### config.mk
export PLATFORM = sky130hd
export DESIGN_NAME = bandpass_filter_avalon_st_flat
export DESIGN_NICKNAME = d
export VERILOG_FILES = /design/src/rtl/bandpass_filter_avalon_st_if.sv /design/src/rtl/bandpass_filter_avalon_st.sv /design/src/flat_wrapper.sv
export SDC_FILE = /design/constraint.sdc
export NUM_CORES = 1
export LEC_CHECK = 0
export CORE_MARGIN = 2
export CORE_UTILIZATION = 40
export DETAILED_ROUTE_END_ITERATION = 6
export GPL_TIMING_DRIVEN = 0
export PLACE_DENSITY = 0.65
export SLEW_MARGIN = 20
export SYNTH_ARGS = -nofsm -noshare
export SYNTH_HDL_FRONTEND = slang
export SYNTH_SLANG_ARGS = --single-unit
### constraint.sdc
create_clock -name clock -period 4 [get_ports clock]
set_input_delay 0.6 -clock clock [delete_from_list [all_inputs] [get_ports clock]]
set_output_delay 0.6 -clock clock [all_outputs]
set_load 0.01 [all_outputs]
### src/rtl/bandpass_filter_avalon_st_if.sv
// Avalon-ST beat bundle shared by the filter sink and source.
// master drives the beat, slave returns ready.
interface bandpass_filter_avalon_st_if #(
    parameter int WIDTH = 8
);
    logic             ready;
    logic             valid;
    logic             startofpacket;
    logic             endofpacket;
    logic [WIDTH-1:0] data;

    modport master (
        input  ready,
        output valid, startofpacket, endofpacket, data
    );

    modport slave (
        output ready,
        input  valid, startofpacket, endofpacket, data
    );
endinterface

### src/rtl/bandpass_filter_avalon_st.sv
// Value-window band-pass filter on an Avalon-ST stream.
// CSR cutoffs and modes, saturating drop counter, registered output FIFO.
module bandpass_filter_avalon_st #(
    parameter int                  IN_WIDTH      = 8,
    parameter int                  OUT_WIDTH     = 8,
    parameter int                  FIFO_DEPTH    = 4,
    parameter int                  COUNT_WIDTH   = 16,
    parameter logic [IN_WIDTH-1:0] DEFAULT_LOW   = '0,
    parameter logic [IN_WIDTH-1:0] DEFAULT_HIGH  = '1,
    parameter logic [1:0]          DEFAULT_CTRL  = 2'b00,
    parameter logic [IN_WIDTH-1:0] NEW_EOP_VALUE = '0
) (
    input  logic        clock,
    input  logic        reset,
    bandpass_filter_avalon_st_if.slave  in_st,
    bandpass_filter_avalon_st_if.master out_st,
    input  logic [1:0]  csr_address,
    input  logic        csr_write,
    input  logic [31:0] csr_writedata,
    input  logic        csr_read,
    output logic [31:0] csr_readdata,
    output logic        wait_for_eop
);
    localparam int AW = (FIFO_DEPTH > 1) ? $clog2(FIFO_DEPTH) : 1;
    localparam int EW = IN_WIDTH + 2;
    localparam logic [AW:0] FULL = (AW + 1)'(FIFO_DEPTH);

    typedef enum logic {PASS, DISCARD} state_t;

    state_t state, state_nx;

    logic [IN_WIDTH-1:0]    low_q, high_q;
    logic [1:0]             ctrl_q;
    logic [COUNT_WIDTH-1:0] drop_q;

    logic [EW-1:0] mem [FIFO_DEPTH];
    logic [AW-1:0] wr_ptr, rd_ptr;
    logic [AW:0]   count;

    logic          accept, pop, is_delim, in_win;
    logic          push, drop_inc, cnt_clr;
    logic [EW-1:0] push_word, head;
    logic          unused_wd;

    assign unused_wd = ^csr_writedata;

    assign in_st.ready = (count < FULL);
    assign accept      = in_st.valid & in_st.ready;
    assign out_st.valid = (count != '0);
    assign pop         = out_st.valid & out_st.ready;

    assign is_delim = in_st.startofpacket | in_st.endofpacket;
    assign in_win   = (in_st.data >= low_q) && (in_st.data <= high_q);
    assign cnt_clr  = csr_write && (csr_address == 2'd3);

    assign wait_for_eop = (state == DISCARD);

    // Filter state register.
    always_ff @(posedge clock or posedge reset) begin
        if (reset) state <= PASS;
        else       state <= state_nx;
    end

    // Enter DISCARD on an exceeding beat, leave on any accepted eop.
    always_comb begin
        state_nx = state;
        if (accept) begin
            unique case (state)
                PASS: begin
                    if (!is_delim && !in_win && ctrl_q[1])
                        state_nx = DISCARD;
                end
                DISCARD: begin
                    if (in_st.endofpacket)
                        state_nx = PASS;
                end
            endcase
        end
    end

    // Decide what an accepted beat pushes and whether it counts as a drop.
    always_comb begin
        push      = 1'b0;
        push_word = '0;
        drop_inc  = 1'b0;
        if (accept && state == PASS) begin
            if (is_delim) begin
                push      = ctrl_q[0];
                push_word = {in_st.endofpacket, in_st.startofpacket,
                             in_st.data};
            end else if (in_win) begin
                push      = 1'b1;
                push_word = {2'b00, in_st.data};
            end else begin
                drop_inc = 1'b1;
                if (ctrl_q[1]) begin
                    push      = 1'b1;
                    push_word = {2'b10, NEW_EOP_VALUE};
                end
            end
        end
    end

    // Cutoff and mode registers; writes land at the next edge.
    always_ff @(posedge clock or posedge reset) begin
        if (reset) begin
            low_q  <= DEFAULT_LOW;
            high_q <= DEFAULT_HIGH;
            ctrl_q <= DEFAULT_CTRL;
        end else if (csr_write) begin
            unique case (csr_address)
                2'd0:    low_q  <= csr_writedata[IN_WIDTH-1:0];
                2'd1:    high_q <= csr_writedata[IN_WIDTH-1:0];
                2'd2:    ctrl_q <= csr_writedata[1:0];
                default: ;
            endcase
        end
    end

    // Saturating drop counter; a clearing write beats a same-cycle drop.
    always_ff @(posedge clock or posedge reset) begin
        if (reset)
            drop_q <= '0;
        else if (cnt_clr)
            drop_q <= '0;
        else if (drop_inc && drop_q != '1)
            drop_q <= drop_q + 1'b1;
    end

    // Combinational register readback, zero when not reading.
    always_comb begin
        csr_readdata = '0;
        if (csr_read) begin
            unique case (csr_address)
                2'd0: csr_readdata = 32'(low_q);
                2'd1: csr_readdata = 32'(high_q);
                2'd2: csr_readdata = 32'(ctrl_q);
                2'd3: csr_readdata = 32'(drop_q);
            endcase
        end
    end

    // FIFO storage; visibility is gated by count, so no reset needed.
    always_ff @(posedge clock) begin
        if (push) mem[wr_ptr] <= push_word;
    end

    // FIFO pointers and occupancy; reset flushes queued beats.
    always_ff @(posedge clock or posedge reset) begin
        if (reset) begin
            wr_ptr <= '0;
            rd_ptr <= '0;
            count  <= '0;
        end else begin
            if (push) wr_ptr <= wr_ptr + 1'b1;
            if (pop)  rd_ptr <= rd_ptr + 1'b1;
            count <= count + (AW + 1)'(push) - (AW + 1)'(pop);
        end
    end

    assign head = mem[rd_ptr];

    // Source outputs are forced to zero while the FIFO is empty.
    always_comb begin
        out_st.data          = '0;
        out_st.startofpacket = 1'b0;
        out_st.endofpacket   = 1'b0;
        if (out_st.valid) begin
            out_st.data          = OUT_WIDTH'(head[IN_WIDTH-1:0]);
            out_st.startofpacket = head[IN_WIDTH];
            out_st.endofpacket   = head[IN_WIDTH+1];
        end
    end
endmodule
### src/flat_wrapper.sv
// flat-port wrapper written by rule: the top's interface ports become plain ports
module bandpass_filter_avalon_st_flat 
#(
    parameter int                  IN_WIDTH      = 8,
    parameter int                  OUT_WIDTH     = 8,
    parameter int                  FIFO_DEPTH    = 4,
    parameter int                  COUNT_WIDTH   = 16,
    parameter logic [IN_WIDTH-1:0] DEFAULT_LOW   = '0,
    parameter logic [IN_WIDTH-1:0] DEFAULT_HIGH  = '1,
    parameter logic [1:0]          DEFAULT_CTRL  = 2'b00,
    parameter logic [IN_WIDTH-1:0] NEW_EOP_VALUE = '0
)
  (clock, reset, csr_address, csr_write, csr_writedata, csr_read, csr_readdata, wait_for_eop, in_st_ready, in_st_valid, in_st_startofpacket, in_st_endofpacket, in_st_data, out_st_ready, out_st_valid, out_st_startofpacket, out_st_endofpacket, out_st_data);
  bandpass_filter_avalon_st_if in_st_i ();
  bandpass_filter_avalon_st_if out_st_i ();
  input  logic clock;
  input  logic reset;
  input  logic [1:0] csr_address;
  input  logic csr_write;
  input  logic [31:0] csr_writedata;
  input  logic csr_read;
  output logic [31:0] csr_readdata;
  output logic wait_for_eop;
  output wire logic [$bits(in_st_i.ready)-1:0] in_st_ready;
  input wire logic [$bits(in_st_i.valid)-1:0] in_st_valid;
  input wire logic [$bits(in_st_i.startofpacket)-1:0] in_st_startofpacket;
  input wire logic [$bits(in_st_i.endofpacket)-1:0] in_st_endofpacket;
  input wire logic [$bits(in_st_i.data)-1:0] in_st_data;
  input wire logic [$bits(out_st_i.ready)-1:0] out_st_ready;
  output wire logic [$bits(out_st_i.valid)-1:0] out_st_valid;
  output wire logic [$bits(out_st_i.startofpacket)-1:0] out_st_startofpacket;
  output wire logic [$bits(out_st_i.endofpacket)-1:0] out_st_endofpacket;
  output wire logic [$bits(out_st_i.data)-1:0] out_st_data;
  assign in_st_ready = in_st_i.ready;
  assign in_st_i.valid = in_st_valid;
  assign in_st_i.startofpacket = in_st_startofpacket;
  assign in_st_i.endofpacket = in_st_endofpacket;
  assign in_st_i.data = in_st_data;
  assign out_st_i.ready = out_st_ready;
  assign out_st_valid = out_st_i.valid;
  assign out_st_startofpacket = out_st_i.startofpacket;
  assign out_st_endofpacket = out_st_i.endofpacket;
  assign out_st_data = out_st_i.data;
  bandpass_filter_avalon_st #(.IN_WIDTH(IN_WIDTH), .OUT_WIDTH(OUT_WIDTH), .FIFO_DEPTH(FIFO_DEPTH), .COUNT_WIDTH(COUNT_WIDTH), .DEFAULT_LOW(DEFAULT_LOW), .DEFAULT_HIGH(DEFAULT_HIGH), .DEFAULT_CTRL(DEFAULT_CTRL), .NEW_EOP_VALUE(NEW_EOP_VALUE)) u_core (.clock(clock), .reset(reset), .in_st(in_st_i), .out_st(out_st_i), .csr_address(csr_address), .csr_write(csr_write), .csr_writedata(csr_writedata), .csr_read(csr_read), .csr_readdata(csr_readdata), .wait_for_eop(wait_for_eop));
endmodule
-- Word-level counts from Yosys, hierarchy flattened
Memory sizes are Yosys's and may differ from the RTL's.
Index checks and enable logic that the tools add are counted.
- flip-flop bits (word level): 42
- latch bits: 0
- memory bits (writable): 40
- memory bits (read-only): 0
- input bits: 50
- logic and storage cells: 62
- memories kept: 1
- memories (name ; depth ; bits a word ; rd ports ; clocked after Yosys merged registers in ; wr ports ; line ; source):
    u_core.mem ; 4 ; 10 ; 1 ; 0 ; 1 ; bandpass_filter_avalon_st.sv:36 ; logic [EW-1:0] mem [FIFO_DEPTH];
- add/subtract/negate cells: 5
- multiply operators: 0
- divide/modulo/power cells: 0
- order comparisons: 3
- equal/unequal tests: 4
- shifts and indexed selects: 0
- muxes and demuxes: 23
- bitwise logic cells: 4
- reductions and logical operators: 14
- operator list (kind ; count):
    one-hot mux 32 bit (4 select lines) ; 1
    2-to-1 mux 10 bit ; 4
    2-to-1 mux 16 bit ; 2
    2-to-1 mux 32 bit ; 1
    adder 16 x 1 -> 16 bit, second input constant ; 1
    != test 16 bit, second input constant ; 1
    2-to-1 mux 1 bit ; 13
    greater-or-equal comparator 8 bit ; 1
    less-or-equal comparator 8 bit ; 1
    2-to-1 mux 8 bit ; 1
    logical AND 1 bit ; 6
    AND reduction 2 bit ; 3
    adder 2 x 1 -> 2 bit, second input constant ; 2
    equality test 2 bit, second input constant ; 2
    adder 3 x 1 -> 3 bit ; 1
    less-than comparator 3 bit, second input constant ; 1
    nonzero test 3 bit ; 1
    subtractor 3 x 1 -> 3 bit ; 1
    AND 1 bit ; 2
    equality test 2 x 1 -> 1 bit, second input constant ; 1
    logical NOT 1 bit ; 2
    logical NOT 2 bit ; 1
    one-hot mux 1 bit (2 select lines) ; 1
    nonzero test 2 bit ; 1
    other kinds (2) ; 2

-- Logic depth before layout (Yosys ltp)
Gate-level depths: netlist of the first run.
- depth after elaboration: 8
- gate-level depth with buffers: 11
- gate-level depth less buffers: 11

-- Worst setup path before layout of the first run
No wires, ideal clock.
- path kind: input-to-reg
- start point: input in_st_data[7]
- end point: register u_core.count[1]
- setup time: 135 ps
- data arrival time: 2678 ps
- slack: 1187 ps
- stages: 8
- buffers on the path: 0
- cells stage by stage: ha_1 -> and3_1 -> nand2_1 -> o31a_4 -> or3_1 -> a21oi_4 -> ha_1 -> fa_1
- longest elaborated chain between the ends: 7
- RTL lines (item ; line ; source):
    start: declaration ; flat_wrapper.sv:28 ; input wire logic [$bits(in_st_i.data)-1:0] in_st_data;
    greater-or-equal comparator 8 bit / less-or-equal comparator 8 bit (equally long branches) ; bandpass_filter_avalon_st.sv:53 ; assign in_win = (in_st.data >= low_q) && (in_st.data <= high_q);
    logical AND 1 bit (*) ; bandpass_filter_avalon_st.sv:53 ;
    2-to-1 mux 1 bit (*) ; bandpass_filter_avalon_st.sv:91 ; end else if (in_win) begin
    2-to-1 mux 1 bit (*) ; bandpass_filter_avalon_st.sv:87 ; if (is_delim) begin
    2-to-1 mux 1 bit (*) ; bandpass_filter_avalon_st.sv:86 ; if (accept && state == PASS) begin
    net u_core.push ; bandpass_filter_avalon_st.sv:41 ; logic push, drop_inc, cnt_clr;
    adder 3 x 1 -> 3 bit (*) ; bandpass_filter_avalon_st.sv:157 ; count <= count + (AW + 1)'(push) - (AW + 1)'(pop);
    subtractor 3 x 1 -> 3 bit (*) ; bandpass_filter_avalon_st.sv:157 ;
    end signal: assignment ; bandpass_filter_avalon_st.sv:157 ;
    end: declaration ; bandpass_filter_avalon_st.sv:38 ; logic [AW:0] count;
Mark *: on every way through the listed nets, which the timed path passes. The rest lies on a longest branch.
A chain may end at the register's enable or synchronous reset.

-- Worst setup path in the final report of the first run
- start point: input csr_address[0]
- end point: output csr_readdata[14]
- longest elaborated chain between the ends: 3
- RTL lines (item ; line ; source):
    start: declaration ; flat_wrapper.sv:18 ; input logic [1:0] csr_address;
    equality test 2 bit (tied with other cells) ; bandpass_filter_avalon_st.sv:134 ; unique case (csr_address)
    one-hot mux 32 bit (4 select lines) (*) ; bandpass_filter_avalon_st.sv:134 ;
    2-to-1 mux 32 bit (*) ; bandpass_filter_avalon_st.sv:133 ; if (csr_read) begin
    end: declaration ; flat_wrapper.sv:22 ; output logic [31:0] csr_readdata;
Mark *: on every way between the ends. The rest lies on a longest branch, timed or not. The select of a mux whose other input is x is not followed.

==> results of run 1 <==
## cell type report
type	count	area (um^2)
clock buffers	12	246
well taps	140	175
inverters	23	86.3
fillers	993	5310
multi-input cells	259	2040
flip-flops and latches	82	2260
plain buffers	35	210
clock inverters	4	51.3
repair buffers	55	561
## kinds of logic (layout without fill, tap and decap cells)
group | after synthesis | after routing
muxes | 31 | 31
xor gates and xnor gates | 5 | 5
AOI/OAI and AO/OA | 61 | 61
other | 1 | 16
and+or+nand+nor | 122 | 122
DFF | 82 | 82
buffers and inverters | 58 | 129
adders and majority gates | 24 | 24
## state kept, by name (all words and copies together) (netlist names)
| name | flops |
|---|---|
| u_core.count | 3 |
| u_core.ctrl_q | 2 |
| u_core.drop_q | 16 |
| u_core.high_q | 8 |
| u_core.low_q | 8 |
| u_core.mem | 40 |
| u_core.rd_ptr | 2 |
| u_core.wait_for_eop | 1 |
| u_core.wr_ptr | 2 |
## cells in the mapped netlist, types with 4 or more instances
library cell,instances
edfxtp_1,40
dfrtp_1,34
and2_1,33
ha_1,23
inv_1,23
o21ai_0,19
buf_4,18
and3_1,17
nand2_1,17
a21oi_1,16
nand3_1,16
clkbuf_1,13
mux4_2,12
or4_1,12
mux2_2,11
o31ai_1,11
dfstp_2,8
mux2i_1,7
nand4_1,7
nor2_1,5
xnor2_1,4
## final timing paths
kind | endpoint | depth (start not counted) | slack (ns) | start
max reg2reg | u_core.mem[2][7] | 8 | 0.96 | u_core.high_q[7]
min in group clock | u_core.wait_for_eop | 1 | 0.53 | u_core.wait_for_eop
min | u_core.count[2] | 2 | 0.50 | reset
min reg2reg | u_core.wait_for_eop | 1 | 0.53 | u_core.wait_for_eop
max in group asynchronous | u_core.high_q[0] | 3 | 2.98 | reset
max | csr_readdata[14] | 6 | 0.28 | csr_address[0]
## per-layer routing
layer  global-route usage  share of wire  vias up
met1                0.228           0.46     1508
met2                0.265           0.48      100
met3               0.0225          0.040       18
met4               0.0575          0.019        0
li1                     -              -     1543
met5                    0              0        -
## worst max-delay path: stages
cell	delay (ns)
clkdlybuf4s50_1	0.50
clkbuf_1	0.47
clkbuf_1	0.45
and3_1	0.38
and2_1	0.17
clkdlybuf4s50_1	0.54
## metrics by stage
stage,utilization,std cells,setup slack (ns),instance area (um^2)
6_report,0.515,610,0.282,5630
5_1_grt,0.515,610,0.0448,5630
4_1_cts,0.515,610,0.248,5630
3_5_place_dp,0.488,594,0.254,5330
3_3_place_gp,0.486,593,0.269,5310
2_1_floorplan,-,399,1.19,4600
## report_power, final
group	internal, uW	switching [uW]
sequential	1030	67.0
clock	501	319
combinational	507	452
==> flow_metrics.env, run 1 <==
export IMPL_status="complete, no violations"
export IMPL_synth_top_area_frac=0.265
export IMPL_synthDistinctLibCells=46
export IMPL_worstMarginPinSlew_ns=0.897
export IMPL_clkTransAtPathRegs_ns=0.06
export IMPL_start_util=0.415
export IMPL_cts_root_buf="clkbuf_16"
export IMPL_setup_tns_ns=0
export IMPL_clk_path_buf_depth=2
export IMPL_hold_ws_ns=0.505
export IMPL_dp_final_hpwl_um=7130
export IMPL_place_congestion=0.845
export IMPL_drt_iter0_markers=133
export IMPL_areaGrowthSynthToFinish_pct=24.0
export IMPL_ctsResizeCount=0
export IMPL_drc_errors=0
export IMPL_antenna_found_initial=0
export IMPL_finalNetCount=539
export IMPL_clock_latency_ns=0.33
export IMPL_port_buffers=54
export IMPL_ios=95
export IMPL_avgSynthCellArea_um2=11.8
export IMPL_cts_made_buffers=9
export IMPL_ys_async_sr_fraction=0.512
export IMPL_endpoint_kind="output pin"
export IMPL_start_kind="input pin"
export IMPL_die_x_um=111
export IMPL_maxSlewViolCount=0
export IMPL_layout_common_cells="clkdlybuf4s50_1, edfxtp_1, dfrtp_1"
export IMPL_fin_crit_ns=3.72
export IMPL_ctsHoldBuffers=0
export IMPL_ys_seq_elements=82
export IMPL_dr_pass1_iters=4
export IMPL_setup_violations=0
export IMPL_fmax_ghz=0.269
export IMPL_slew_headroom=0.400
export IMPL_yosysSeqAreaShare=0.498
export IMPL_synth_top_family_by_area="simple AND/OR/NAND/NOR gates"
export IMPL_path_class="in -> out"
export IMPL_ys_top_cells_by_area="edfxtp_1, dfrtp_1, ha_1, mux4_2, dfstp_2"
export IMPL_diodes=0
export IMPL_vias=3169
export IMPL_finalHoldViolations=0
export IMPL_synth_compound_area_frac=0.0964
export IMPL_gr_usage_all_layers=0.164
export IMPL_grt_max_degree=35
export IMPL_worstPathArrival_ns=3.12
export IMPL_max_cap_violations=0
export IMPL_drive_gt1_frac=0.162
export IMPL_worst_path_max_fanout=10
export IMPL_ir_drop_uv=269
export IMPL_std_cell_rows=38
export IMPL_p_per_area_nw_per_um2=511
export IMPL_dieHeight_um=111
export IMPL_wl_um=9670
export IMPL_final_antenna_net_count=0
export IMPL_netlist_area_um2=4540
export IMPL_skew_ns=0.00904
export IMPL_finalPower_uw=2880
export IMPL_p_leak_uw=0.00226
export IMPL_cts_num_sinks=82
export IMPL_dieArea_um2=12200
export IMPL_overflow=0
export IMPL_yosysWarnings=0
export IMPL_grt_pass1_wl_um=16300
export IMPL_cts_tree="done"
export IMPL_wl_per_cell_um=15.8
export IMPL_htree_num_levels=3
export IMPL_final_common_cell="clkdlybuf4s50_1"
export IMPL_post_cts_buffers=0
export IMPL_syn_inst=384
export IMPL_synth_edf_count=40
export IMPL_synthAdderAreaFrac=0.0678
export IMPL_yosys_area_top_type="edfxtp_1"
export IMPL_core_um2=10900
export IMPL_synthFlopType="edfxtp_1"
export IMPL_synth_xor_area_frac=0.00964
export IMPL_synth_mux_area_frac=0.105
export IMPL_min_path_type="in -> async"
export IMPL_finalCritPeriodShare=0.929
export IMPL_via_per_inst=5.20
export IMPL_crit_required_ns=3.40
export IMPL_grt_pass1_vias=3225
export IMPL_synth_simple_area_share=0.157
export IMPL_rsz0062_at_grt="no"
No activity file was read; power rests on OpenSTA's default activity.
==> run 2, diff against run 1 <==
--- a/config.mk
+++ b/config.mk
@@ -6,11 +6,12 @@
 export NUM_CORES = 1
 export LEC_CHECK = 0
 export CORE_MARGIN = 2
-export CORE_UTILIZATION = 40
+export CORE_UTILIZATION = 50
 export DETAILED_ROUTE_END_ITERATION = 6
 export GPL_TIMING_DRIVEN = 0
-export PLACE_DENSITY = 0.65
+export PLACE_DENSITY = 0.78
 export SLEW_MARGIN = 20
 export SYNTH_ARGS = -nofsm -noshare
 export SYNTH_HDL_FRONTEND = slang
 export SYNTH_SLANG_ARGS = --single-unit
+export TNS_END_PERCENT = 1
==> run 2 against run 1 <==
- largest cell class unchanged
- combinational power is 0.5% higher
- sequential power is essentially flat
- utilization grew 11 points
- clock power down 36%
- fmax decreased by 0.41%
- count of clock-buffer cells in the layout down 2
- cell count fell by 5.2%
- largest power group unchanged
- power down 9.9%
- hold slack worse by 0.029 ns
- via count up 1.4%
- flip-flop and latch count did not move
==> flow_metrics.env, run 2 (same netlist as run 1, synthesis figures left out) <==
export IMPL_status="complete, no violations"
export IMPL_dp_slack_ns=0.275
export IMPL_clk_path_buf_depth=2
export IMPL_setup_tns_ns=0
export IMPL_rsz0062_at_grt="no"
export IMPL_setup_violations=0
export IMPL_cts_tree="done"
export IMPL_die_x_um=99.3
export IMPL_path_delay_family="buffers and inverters"
export IMPL_grt_pass1_vias=3260
export IMPL_maxSlewViolCount=0
export IMPL_p_leak_uw=0.00220
export IMPL_crit_required_ns=3.40
export IMPL_top_register="u_core.mem"
export IMPL_max_cap_violations=0
export IMPL_worst_path_max_fanout=10
export IMPL_fillers=706
export IMPL_min_path_type="in -> async"
export IMPL_diodes=0
export IMPL_finalPower_uw=2590
export IMPL_worstMarginPinSlew_ns=0.814
export IMPL_slew_headroom=0.456
export IMPL_cts_made_buffers=9
export IMPL_worstPathArrival_ns=3.13
export IMPL_ios=95
export IMPL_dieArea_um2=9860
export IMPL_std_cell_rows=34
export IMPL_fin_ws_ns=0.267
export IMPL_path_class="in -> out"
export IMPL_vias=3212
export IMPL_wl_met1_um=4240
export IMPL_start_kind="input pin"
export IMPL_grt_max_degree=35
export IMPL_fin_util=0.622
export IMPL_slowest_stage="clkdlybuf4s50_1"
export IMPL_crit_chain="clkdlybuf4s50_1 > clkbuf_1 > clkbuf_1 > and3_1 > and2_1 > clkdlybuf4s50_1"
export IMPL_dp_final_hpwl_um=7210
export IMPL_overflow=0
export IMPL_ctsResizeCount=0
export IMPL_final_common_cell="clkdlybuf4s50_1"
export IMPL_core_um2=8760
export IMPL_htree_num_levels=3
export IMPL_dieHeight_um=99.3
export IMPL_start_util=0.518
export IMPL_seqCellArea_um2=2260
export IMPL_post_dp_cell_area_um2=5290
export IMPL_via_per_inst=5.56
export IMPL_ir_drop_uv=173
export IMPL_post_cts_buffers=0
export IMPL_wl_um=9720
export IMPL_largest_registers="u_core.mem x40, u_core.drop_q x16"
export IMPL_dr_wl_met2_um=4960
export IMPL_cts_num_sinks=82
export IMPL_largest_register_ffs=40
export IMPL_routed_wl_met3_um=393
export IMPL_endpoint_kind="output pin"
export IMPL_port_buffers=54
export IMPL_clock_latency_ns=0.36
export IMPL_areaGrowthSynthToFinish_pct=20.1
export IMPL_skew_ns=0.0115
export IMPL_ctsHoldBuffers=0
export IMPL_drt_iter0_markers=169
export IMPL_wl_per_cell_um=16.8
export IMPL_place_congestion=0.861
export IMPL_drc_errors=0
export IMPL_fin_crit_ns=3.73
export IMPL_grt_pass1_wl_um=16000
export IMPL_final_antenna_net_count=0
export IMPL_max_stage_delay_ns=0.53
export IMPL_antenna_found_initial=0
export IMPL_gr_usage_all_layers=0.206
export IMPL_drive_gt1_frac=0.160
export IMPL_finalCritPeriodShare=0.933
export IMPL_crit_buf_inv=4
export IMPL_multi_input_area_um2=2040
export IMPL_routed_top_layer="met4"
export IMPL_layout_common_cells="clkdlybuf4s50_1, edfxtp_1, dfrtp_1"
export IMPL_cts_root_buf="clkbuf_8"
export IMPL_clkTransAtPathRegs_ns=0.08
export IMPL_p_per_area_nw_per_um2=475
export IMPL_finalNetCount=539
export IMPL_fmax_ghz=0.268
export IMPL_dr_pass1_iters=5
export IMPL_finalHoldViolations=0
export IMPL_fin_area_um2=5450
-- run 2: routing by layer --
metal	GRT usage	up-vias
li1	-	1537
met1	0.266	1568
met2	0.358	95
met3	0.0358	12
met4	0.0622	0
met5	0	-
-- run 2: final cells by class --
type / instances / share of cell area
flip-flops and latches: 82 / 0.415
multi-input cells: 259 / 0.374
repair buffers: 55 / 0.103
plain buffers: 35 / 0.0385
well taps: 108 / 0.0248
clock buffers: 10 / 0.0234
inverters: 23 / 0.0158
clock inverters: 6 / 0.00619
-- run 2: worst reg2reg max path, cell delays in order, from the launching register on --
cell	delay, ns
dfstp_2	0.55
inv_1	0.05
ha_1	0.31
nand4_1	0.15
nor2_1	0.24
a21oi_1	0.16
or3_1	0.43
a21oi_4	0.24
and2_1	0.51
-- run 2: worst paths after layout --
path                                           from                   to  slack, ns  depth (start not counted)
max in group asynchronous                     reset     u_core.high_q[0]       3.00                          3
worst max-delay path                 csr_address[0]      csr_readdata[9]       0.27                          6
worst min register to register  u_core.wait_for_eop  u_core.wait_for_eop       0.53                          1
min in group clock              u_core.wait_for_eop  u_core.wait_for_eop       0.53                          1
worst min-delay path                          reset     u_core.rd_ptr[0]       0.48                          2
worst max register to register     u_core.high_q[7]     u_core.mem[0][0]       0.99                          8
-- run 2: power breakdown --
part           switching [uW]  total, uW  internal [uW]
combinational             455        964            509
sequential               72.4       1100           1030
clock                     304        524            220
-- run 2: per-stage QoR --
step | cells | hold slack, ns
after floorplan | 399 | 0.491
after global placement | 561 | 0.507
after detailed placement | 562 | 0.515
after CTS | 578 | 0.480
after global routing | 578 | 0.489
final | 578 | 0.475
